## config.mk

```make
export PLATFORM = sky130hd
export DESIGN_NAME = mem_port_arbiter
export DESIGN_NICKNAME = d
export VERILOG_FILES = /design/src/rtl/mem_port_arbiter_pkg.sv /design/src/rtl/mem_port_arbiter_rr_picker.sv /design/src/rtl/mem_port_arbiter.sv
export SDC_FILE = /design/constraint.sdc
export NUM_CORES = 1
export LEC_CHECK = 0
export ABC_CLOCK_PERIOD_IN_PS = 25200
export CAP_MARGIN = 20
export CORE_AREA = 2 2 537 539
export CTS_BUF_LIST = sky130_fd_sc_hd__clkbuf_8 sky130_fd_sc_hd__clkbuf_16
export DETAILED_ROUTE_END_ITERATION = 7
export DIE_AREA = 0 0 539 541
export PLACE_DENSITY = 0.3
export SLEW_MARGIN = 25
export SYNTH_ARGS = -nofsm -noshare
export SYNTH_HDL_FRONTEND = slang
export SYNTH_SLANG_ARGS = --single-unit
```

## constraint.sdc

```tcl
create_clock -name i_clock -period 25.2 [get_ports i_clock]
set_input_delay 6.3 -clock i_clock [delete_from_list [all_inputs] [get_ports i_clock]]
set_output_delay 6.3 -clock i_clock [all_outputs]
set_load 0.005 [all_outputs]
```

## src/rtl/mem_port_arbiter_pkg.sv

```systemverilog
// Shared types and constants for the cache-line memory port arbiter.
// Latency: n/a (declarations only).
// Backpressure: n/a.
// Contents: arbiter FSM state encoding, default line width, round-robin wrap helper.
package mem_port_arbiter_pkg;

  typedef enum logic [1:0] {ARB_IDLE, ARB_BUSY, ARB_RESP} arb_state_e;

  localparam int MEM_LINE_WIDTH = 256;

  // Next round-robin position after v, wrapping at n.
  function automatic int unsigned rr_next(input int unsigned v, input int unsigned n);
    return (v + 1 >= n) ? 0 : v + 1;
  endfunction

endpackage

```

## src/rtl/mem_port_arbiter_rr_picker.sv

```systemverilog
// Round-robin picker: first requester at or after ptr, wrapping modulo NUM_PORTS.
// Latency: combinational, zero cycles.
// Backpressure: none; the caller decides when the pick is consumed.
// Ports: req (per-port request), ptr (search start), valid (any request), idx (winner).
module mem_port_arbiter_rr_picker #(
  parameter int NUM_PORTS = 2,
  parameter int IDX_W     = $clog2(NUM_PORTS)
) (
  input  logic [NUM_PORTS-1:0] req,
  input  logic [IDX_W-1:0]     ptr,
  output logic                 valid,
  output logic [IDX_W-1:0]     idx
);

  int cand;

  // Walk the offsets from farthest to nearest so the nearest requester is written last.
  always_comb begin
    valid = 1'b0;
    idx   = '0;
    cand  = 0;
    for (int i = NUM_PORTS - 1; i >= 0; i--) begin
      cand = int'(ptr) + i;
      if (cand >= NUM_PORTS) cand = cand - NUM_PORTS;
      if (req[IDX_W'(cand)]) begin
        valid = 1'b1;
        idx   = IDX_W'(cand);
      end
    end
  end

endmodule

```

## src/rtl/mem_port_arbiter.sv

```systemverilog
// Shares one cache-line memory bus among NUM_PORTS clients, round-robin, one transaction at a time.
// Latency: request in IDLE -> grant+strobe next cycle; mem response at k -> done at k+1; >=3 cycles/txn.
// Backpressure: clients hold level requests until done; a watchdog aborts a stalled memory with error.
// Ports: i_clock/i_reset; per-port address/read/write/wdata in, grant/done/error pulses and rdata out;
//        memory side address/read/write/wdata out, ready/rdata/done in.
module mem_port_arbiter
  import mem_port_arbiter_pkg::*;
#(
  parameter int NUM_PORTS      = 2,
  parameter int ADDR_WIDTH     = 32,
  parameter int LINE_WIDTH     = MEM_LINE_WIDTH,
  parameter int TIMEOUT_CYCLES = 1024
) (
  input  logic                            i_clock,
  input  logic                            i_reset,
  input  logic [NUM_PORTS*ADDR_WIDTH-1:0] i_port_address,
  input  logic [NUM_PORTS-1:0]            i_port_read,
  input  logic [NUM_PORTS-1:0]            i_port_write,
  input  logic [NUM_PORTS*LINE_WIDTH-1:0] i_port_wdata,
  output logic [NUM_PORTS-1:0]            o_port_grant,
  output logic [NUM_PORTS-1:0]            o_port_done,
  output logic [NUM_PORTS-1:0]            o_port_error,
  output logic [LINE_WIDTH-1:0]           o_port_rdata,
  output logic [ADDR_WIDTH-1:0]           o_mem_address,
  output logic                            o_mem_read,
  output logic                            o_mem_write,
  output logic [LINE_WIDTH-1:0]           o_mem_wdata,
  input  logic                            i_mem_ready,
  input  logic [LINE_WIDTH-1:0]           i_mem_rdata,
  input  logic                            i_mem_done
);

  localparam int IDX_W = $clog2(NUM_PORTS);
  // A disabled watchdog still needs a legal one-bit counter.
  localparam int CNT_W = (TIMEOUT_CYCLES > 0) ? $clog2(TIMEOUT_CYCLES + 1) : 1;

  arb_state_e       state;
  logic [IDX_W-1:0] rr_ptr;
  logic [IDX_W-1:0] idx;
  logic             is_write;
  logic [CNT_W-1:0] wd_cnt;

  logic             pick_valid;
  logic [IDX_W-1:0] pick_idx;
  logic             resp_hit;
  logic             wd_expired;

  mem_port_arbiter_rr_picker #(
    .NUM_PORTS (NUM_PORTS),
    .IDX_W     (IDX_W)
  ) u_picker (
    .req   (i_port_read | i_port_write),
    .ptr   (rr_ptr),
    .valid (pick_valid),
    .idx   (pick_idx)
  );

  // Only the response matching the latched op counts; the other type is ignored.
  assign resp_hit   = is_write ? i_mem_done : i_mem_ready;
  assign wd_expired = (TIMEOUT_CYCLES != 0) && (wd_cnt == CNT_W'(TIMEOUT_CYCLES - 1));

  always_ff @(posedge i_clock or posedge i_reset) begin
    if (i_reset) begin
      state         <= ARB_IDLE;
      rr_ptr        <= '0;
      idx           <= '0;
      is_write      <= 1'b0;
      wd_cnt        <= '0;
      o_port_grant  <= '0;
      o_port_done   <= '0;
      o_port_error  <= '0;
      o_port_rdata  <= '0;
      o_mem_address <= '0;
      o_mem_read    <= 1'b0;
      o_mem_write   <= 1'b0;
      o_mem_wdata   <= '0;
    end else begin
      // Grant/done/error are single-cycle pulses.
      o_port_grant <= '0;
      o_port_done  <= '0;
      o_port_error <= '0;
      case (state)
        ARB_IDLE: begin
          o_port_rdata <= '0;
          if (pick_valid) begin
            idx           <= pick_idx;
            is_write      <= i_port_write[pick_idx];
            o_mem_address <= i_port_address[int'(pick_idx)*ADDR_WIDTH +: ADDR_WIDTH];
            o_mem_wdata   <= i_port_wdata[int'(pick_idx)*LINE_WIDTH +: LINE_WIDTH];
            // Write wins when a port raises both read and write.
            o_mem_read    <= ~i_port_write[pick_idx];
            o_mem_write   <= i_port_write[pick_idx];
            o_port_grant  <= NUM_PORTS'(1) << pick_idx;
            wd_cnt        <= '0;
            state         <= ARB_BUSY;
          end
        end
        ARB_BUSY: begin
          // A response in the watchdog's final cycle takes priority over the abort.
          if (resp_hit || wd_expired) begin
            o_mem_read   <= 1'b0;
            o_mem_write  <= 1'b0;
            o_port_done  <= NUM_PORTS'(1) << idx;
            o_port_error <= resp_hit ? '0 : (NUM_PORTS'(1) << idx);
            o_port_rdata <= (resp_hit && !is_write) ? i_mem_rdata : '0;
            state        <= ARB_RESP;
          end else begin
            wd_cnt <= wd_cnt + 1'b1;
          end
        end
        ARB_RESP: begin
          rr_ptr <= IDX_W'(rr_next(int'(idx), NUM_PORTS));
          state  <= ARB_IDLE;
        end
        default: state <= ARB_IDLE;
      endcase
    end
  end

endmodule
```

==> metrics, run 1 <==
status finished, final reports clean; most frequent cells in the layout clkdlybuf4s50_1 (1390), dfrtp_1 (568), nand2_1 (295); worst min-delay path endpoint o_mem_wdata[140]; vias in the first global route 22300; leading cell type in the layout, fill and taps excluded clkdlybuf4s50_1; Worst setup EP type asynchronous set/reset pin; final WL 165000 um; largest net degree at the start of global routing 175; Worst R2R Start state[0]; largest family of logic cells by synthesized area compound AO/OA/AOI/OAI gates; IO Pins 1392; Seq pwr share 30.4%; remaining global-route overflow 0; Final Net Count roughly 4100; Chip Width roughly 540 um; share of cells above drive strength 1 5.23%; CTS Buf Count 90; Yosys cell types 35; wire length per cell 23.2 um; Final Instance Area around 44000 um2; reg-to-reg slack, setup 21590 ps; initial DRC count 935; Worst IR Drop VDD 0.0604 mV; met3 WL post-DR 21300 um; sequential area share after synthesis 61.2%; Hold Startpoint o_mem_wdata[140]; top sig layer met5; Critical Path Start Type input pin; syn nets 2771; RSZ-0062 raised after global routing no; drt drc 0; dpl hpwl between 100000 and 150000 um; setup TNS 0 ps; Final Critical Period 9600 ps; Antenna Nets Post-Route 0; Most used DFF post-synth dfrtp_1; Hold Path Depth 2; Inst Count DP 6970; clk slew on worst S/H paths roughly 50 ps; period utilisation layout 38.1%; met2 routed WL between 70000 and 80000 um; Synth Area in Adders 0.0538%; CTS Hold Buffers Added 0; worst skew pair latency between 800 and 900 ps; clock buffer depth 4; Worst-Margin Slew 1180 ps; FMAX 104 MHz; Simple-Gate Fraction of Synth Area 5.82%; reg2reg end o_port_rdata[36]; setup bufs post-CTS 0; cells on worst reg2reg path 6; Worst EP required 25980 ps; RD Place Congestion 0.850; xor and xnor area share after synthesis 0%; Metal-1 WL 59900 um; Mean Syn Cell Area between 10 and 15 um2; Initial Util 8.12%; core box area 286000 um2; Mapped Cells around 1900; Yosys warning count 0; global-route wire length before repair 217000 um; Area Growth Syn to Fin 90.7%; Chip Height 541 um; Logic pwr share 42.4%; Arr. time, crit path 10380 ps; Vias between 20000 and 25000; NetSw 0.00178 W; Sw Ratio a little under two fifths; internal power 0.00295 W; GRT Resource Usage Total ~11%; DP Area 41300 um2; skew final 53.2 ps; maxcap violations 0; Root Buffer clkbuf_16; Crit Path Max Fanout 98; post-synthesis register bit count about 570; Setup CP Type input pin to asynchronous set/reset pin; Power Density 107 nW/um2; die area 292000 um2; First-pass DRT Iterations 5; IO Port Bufs 1390; Setup Viol. Count Final 0; slew margin rel. a little over a fifth; initial antenna violation count 65; CTS sink cnt 568; Slew Viols, Final 0; area of the mapped netlist 23200 um2; vias per cell 2.94; ys async rst share 100%; CTS tree done; clock group share of total power 27.1%; Hold Crit Class register to register; Fin. Hold Viols 0; Pleak approximately 19 nW; final std cells w/o fill 7139; EDFF count, synth 0; Synth Area in Compound Gates 16.7%; CTS H-tree depth 3; # rows 197; post-synthesis mux area share 12.6%; Post-CTS Resized 0
-- worst max-delay path, cell delays in order --
cell and delay (ps):
clkdlybuf4s50_1 490, inv_8 500, buf_12 510, buf_4 700, buf_4 670, buf_4 760
-- kinds of logic after synthesis --
kind of cell / count (synthesis)
AO/OA/AOI/OAI: 570
adder cells (fa/ha/maj): 1
buffers and inverters: 158
flip-flops: 568
multiplexers: 293
AND/OR/NAND/NOR: 340
-- cell usage after synthesis, drive strengths merged (7+ instances only) --
cell	count	area [um2]
nand3	13	65.1
a22o	256	2240
dfrtp	568	14200
mux2i	290	2900
o211ai	7	52.6
nand2	296	1110
clkbuf	67	251
buf	88	583
o21ai	295	1490
nor3	7	35.0
nor2	10	37.5
-- stage by stage --
| stage | utilization [%] | hold slack [ps] | power (W) | worst slack, ps |
|---|---|---|---|---|
| finish | 15.5 | 474 | 0.00473 | 15600 |
| global route | 15.5 | 501 | 0.00510 | 15010 |
| CTS | 15.5 | 481 | 0.00492 | 15350 |
| detailed placement | 14.4 | 469 | 0.00357 | 14440 |
| global placement | 14.4 | 462 | 0.00357 | 14450 |
| floorplan | - | 416 | 0.00220 | 3010 |
-- layer usage --
layer | track usage [%] | vias to the layer above
met4 | 2.70 | 36
met2 | 18.8 | 1075
met3 | 6.58 | 210
met1 | 11.3 | 9973
li1 | - | 9721
met5 | 0 | -
-- area by class of cell --
class,instances,area [um2]
fillers,31900,242000
flip-flops and latches,568,14200
repair buffers,1415,14200
multi-input cells,1204,8210
well taps,3781,4730
clock buffers,106,2470
clock inverters,50,470
diodes,12,30.0
inverters,3,18.8
-- worst max-delay path by stage --
| stage | from | slack (ps) | depth (start not counted) | to |
|---|---|---|---|---|
| 6_report | i_reset | 15600 | 6 | o_mem_wdata[49] |
| 5_1_grt | i_reset | 15010 | 6 | o_mem_wdata[6] |
| 4_1_cts | i_reset | 15350 | 6 | o_mem_wdata[6] |
| 3_5_place_dp | i_reset | 14440 | 6 | o_mem_wdata[6] |
| 3_3_place_gp | i_reset | 14450 | 6 | o_mem_wdata[64] |
| 2_1_floorplan | i_reset | 3010 | 1 | idx |
-- state kept, by name, summed over array words and instances, names as in the netlist --
name,count
o_port_done,2
o_port_error,2
o_mem_write,1
o_mem_wdata,256
o_port_grant,2
o_mem_address,32
wd_cnt,11
state,2
o_port_rdata,256
is_write,1
rr_ptr,1
idx,1
o_mem_read,1
-- power by group through the flow --
stage	sequential, W	clock (W)	combinational [W]
CTS	0.00145	0.00136	0.00211
global placement	0.00145	0	0.00212
floorplan	0.00145	0	0.000752
global route	0.00149	0.00139	0.00222
finish	0.00144	0.00128	0.00201
detailed placement	0.00146	0	0.00211
(Power assumes the default switching activity.)
==> run 2: changes to the inputs <==
Settings changed: ABC_CLOCK_PERIOD_IN_PS 25200 to 10000.
Clock period 25.2 ns to 10 ns, I/O delays scaled along.
==> metrics, run 2 (same netlist as run 1, synthesis figures left out) <==
setup TNS 0 ps; CTS sink cnt 568; Setup CP Type input pin to register; Worst-Margin Slew approximately 1100 ps; met2 Use GR 20.6%; Final Critical Period 4880 ps; initial antenna violation count 81; largest net degree at the start of global routing between 200 and 250; met1 Track Usage GR 12.1%; remaining global-route overflow 0; core box area 286000 um2; worst skew pair latency between 800 and 900 ps; Chip Width 539 um; Antenna Nets Post-Route 0; CTS tree done; IO Pins 1392; share of cells above drive strength 1 5.31%; clk slew on worst S/H paths 60 ps; CTS H-tree depth 3; # rows around 200; RD Place Congestion roughly 0.8; Root Buffer clkbuf_16; FMAX approximately 200 MHz; wire length per cell 24.9 um; die area between 200000 and 300000 um2; biggest regs o_mem_wdata (256), o_port_rdata (256), o_mem_address (32); dpl hpwl 145000 um; Power Density 274 nW/um2; final WL 178000 um; skew final 86.2 ps; Arr. time, crit path 5500 ps; Setup Viol. Count Final 0; pre-CTS setup slack 4300 ps; vias in the first global route approximately 22000; Pleak 18.7 nW; Chip Height 541 um; GRT Resource Usage Total between 10% and 20%; CTS Hold Buffers Added 0; Worst EP required between 10000 and 15000 ps; most frequent cells in the layout clkdlybuf4s50_1 (1390), dfrtp_1 (568), nand2_1 (295); IO Port Bufs 1390; drt drc 0; final setup margin 5120 ps; Area Growth Syn to Fin 91.3%; Worst setup EP type register; Crit Path Max Fanout 87; Fillers between 30000 and 40000; Critical Path Start Type input pin; met3 usage 6.75%; CTS Buf Count 92; setup bufs post-CTS 0; RSZ-0062 raised after global routing no; First-pass DRT Iterations 4; Hold Crit Class register to register; Slew Viols, Final 0; GRT busiest layer met2; period utilisation layout 48.8%; initial DRC count between 800 and 900; maxcap violations 0; Final Net Count 4124; hold_ws 477 ps; leading cell type in the layout, fill and taps excluded clkdlybuf4s50_1; Worst IR Drop VDD around 0.22 mV; Fin. Hold Viols 0; Post-CTS Resized 0; Initial Util 8.12%; vias per cell 2.96; Vias approximately 21000; status finished, final reports clean; clock buffer depth 4; slew margin rel. 25.2%; global-route wire length before repair ~230000 um
==> run 2: cell types whose count changed in the layout (fill, tap and decap cells not counted), sizes merged <==
cell      change
buf           -1
inv           -1
diode         +5
clkinv        +3
clkinvlp      +1
clkbuf        +2
==> run 2: worst paths after layout <==
| kind | from | end | slack [ps] | depth (start not counted) |
|---|---|---|---|---|
| max | i_port_write[0] | o_mem_wdata[144] | 5120 | 6 |
| min | o_mem_wdata[132] | o_mem_wdata[132] | 480 | 2 |
| max reg2reg | state[0] | o_port_rdata[163] | 6670 | 6 |
| min reg2reg | o_mem_wdata[132] | o_mem_wdata[132] | 480 | 2 |
| max in group asynchronous | i_reset | o_mem_wdata[53] | 6120 | 4 |
| min in group asynchronous | i_reset | o_port_rdata[104] | 2220 | 3 |
==> run 2: cell type report <==
| cell class | count | area [um2] | share of cell area, % |
|---|---|---|---|
| antenna | 17 | 42.5 | 0.0957 |
| clock inverter | 53 | 480 | 1.08 |
| multi-input combinational | 1204 | 8210 | 18.5 |
| inverter | 3 | 15.0 | 0.0338 |
| clock buffer | 108 | 2530 | 5.70 |
| timing repair buffer | 1414 | 14200 | 32.0 |
| tap | 3781 | 4730 | 10.6 |
| sequential | 568 | 14200 | 32.0 |
==> run 2: layer usage <==
layer,share of wire (%),wire length (um)
met1,36,63700
met2,49,88000
met3,12,22000
met4,2.3,4190
met5,0.17,310
==> run 2: power breakdown <==
part | switching [W] | internal [W]
Clock | 0.00135 | 0.00198
Sequential | 0.000481 | 0.00313
Combinational | 0.00286 | 0.00238
Total | 0.00468 | 0.00749
==> run 2: worst max-delay path, stage by stage <==
cell and delay (ps):
clkdlybuf4s50_1 580, o21ai_4 330, buf_12 390, buf_4 670
mux2i_1 630, o21ai_0 170
==> run 2: through the flow <==
stage	cells	instance area, um2	power, W	utilization [%]
finish	7148	44500	0.0122	15.5
global route	7135	44400	0.0131	15.5
CTS	7130	44400	0.0127	15.5
detailed placement	6969	41400	0.00920	14.4
global placement	6969	41400	0.00922	14.4
floorplan	1930	23200	0.00555	-
==> run 3: changes to the inputs <==
Settings changed: ABC_CLOCK_PERIOD_IN_PS 10000 to 4040, CORE_AREA 2 2 537 539 to 2 2 535 537, DIE_AREA 0 0 539 541 to 0 0 537 539.
Clock period 10 ns to 4.04 ns, I/O delays scaled along.
==> metrics, run 3 (same netlist as run 1, synthesis figures left out) <==
Critical Path Start Type register; maxcap violations 0; CP Launch Point o_mem_wdata[190]; GRT Resource Usage Total a little under an eighth; register area between 10000 and 15000 um2; FMAX 316 MHz; Inst Count DP about 7000; skew final 88.8 ps; Worst-Margin Slew 833 ps; reg-to-reg slack, setup 1550 ps; Slew Viols, Final 0; die area 289000 um2; largest net degree at the start of global routing 110; IO Port Bufs 1390; wire length per cell between 20 and 25 um; CTS Hold Buffers Added 0; vias in the first global route approximately 22000; setup bufs post-CTS 0; period utilisation layout 78.3%; CTS sink cnt 568; # rows 196; Chip Height approximately 540 um; final core utilization 15.8%; Metal-1 WL 65800 um; final std cells w/o fill 7178; final WL 174000 um; Worst IR Drop VDD around 0.37 mV; cell class contributing the biggest share of worst-path delay buffers and inverters; Worst R2R Start wd_cnt[0]; drt drc 0; share of cells above drive strength 1 ~7%; delay of the slowest critical-path stage between 1000 and 1500 ps; Critical path buffers and inverters 1; initial DRC count roughly 830; Initial Util 8.18%; CTS Buf Count 89; worst skew pair latency 810 ps; Antenna Nets Post-Route 0; Final Critical Period 3170 ps; RD Place Congestion between 0.8 and 0.9; Crit Path Max Fanout 2; Post-CTS Resized 0; Worst setup EP type output pin; initial antenna violation count 39; Vias 21200; Pleak 19.0 nW; Setup Viol. Count Final 0; met3 WL post-DR 20500 um; Slowest-stage cell, CP clkdlybuf4s50_1; Cell Chain, Critical Path clkdlybuf4s50_1; core box area 284000 um2; remaining global-route overflow 0; clock buffer depth 4; reg2reg end o_port_rdata[21]; Root Buffer clkbuf_16; dpl hpwl roughly 150000 um; status finished, final reports clean; Worst EP required between 3000 and 4000 ps; clk slew on worst S/H paths roughly 60 ps; Hold Crit Class register to register; global-route wire length before repair 224000 um; hold_ws 475 ps; leading cell type in the layout, fill and taps excluded clkdlybuf4s50_1; First-pass DRT Iterations 5; Fillers 31600; Area Growth Syn to Fin 93.4%; cells on worst reg2reg path 7; vias per cell around 3.0; IO Pins 1392; RSZ-0062 raised after global routing no; Setup CP Type register to output pin; most frequent cells in the layout clkdlybuf4s50_1 (1390), dfrtp_1 (568), nand2_1 (295); slew margin rel. 44.3%; Final Net Count 4183; CTS tree done; met2 routed WL 84600 um; top sig layer met5; area of the multi-input gates 8210 um2; Fin. Hold Viols 0; Chip Width 537 um; stages on the worst setup path 1; Critical Path End o_mem_wdata[190]; CTS H-tree depth 3; biggest regs o_mem_wdata (256), o_port_rdata (256), o_mem_address (32); Power Density slightly below 700 nW/um2; Arr. time, crit path about 2200 ps
## run 3: changes by cell type in the layout (fill, tap and decap cells not counted), sizes merged
cell	delta
diode	-9
inv	-1
clkinv	+1
clkbuf	-2
clkinvlp	-2
buf	+62
## run 3: worst min path at each step
stage | from | endpoint | slack [ps] | cells after the start
6_report | o_mem_wdata[126] | o_mem_wdata[126] | 480 | 2
5_1_grt | o_mem_wdata[10] | o_mem_wdata[10] | 500 | 2
4_1_cts | o_mem_wdata[62] | o_mem_wdata[62] | 480 | 2
3_5_place_dp | o_mem_wdata[104] | o_mem_wdata[104] | 470 | 2
3_3_place_gp | o_mem_address[6] | o_mem_address[6] | 460 | 2
2_1_floorplan | rr_ptr | o_port_grant[0] | 420 | 1
## run 3: cell type report
class	count	area share, %
well taps	3762	10.5
multi-input cells	1204	18.3
clock buffers	106	5.50
clock inverters	51	0.999
repair buffers	1476	33.1
diodes	8	0.0445
flip-flops and latches	568	31.6
inverters	3	0.0334
## run 3: metal layers
metal	GRT usage, %	up-vias
met5	0	-
met4	2.24	18
met3	5.81	177
met2	19.9	1056
met1	12.7	10200
li1	-	9830
## run 3: power by group
group	switching (W)	total (W)	internal, W
Clock	0.00313	0.00790	0.00477
Combinational	0.00735	0.0136	0.00621
Sequential	0.00129	0.00904	0.00775
## run 3: metrics by stage
| step | setup WS, ps | TNS, ps | cell area (um2) | total power (W) |
|---|---|---|---|---|
| 3_5_place_dp | 672 | 0 | 42000 | 0.0234 |
| 3_3_place_gp | 680 | 0 | 42000 | 0.0234 |
| 4_1_cts | 678 | 0 | 44900 | 0.0317 |
| 5_1_grt | 787 | 0 | 44900 | 0.0328 |
| 6_report | 875 | 0 | 44900 | 0.0305 |
| 2_1_floorplan | -4710 | -2672800 | 23200 | 0.0137 |
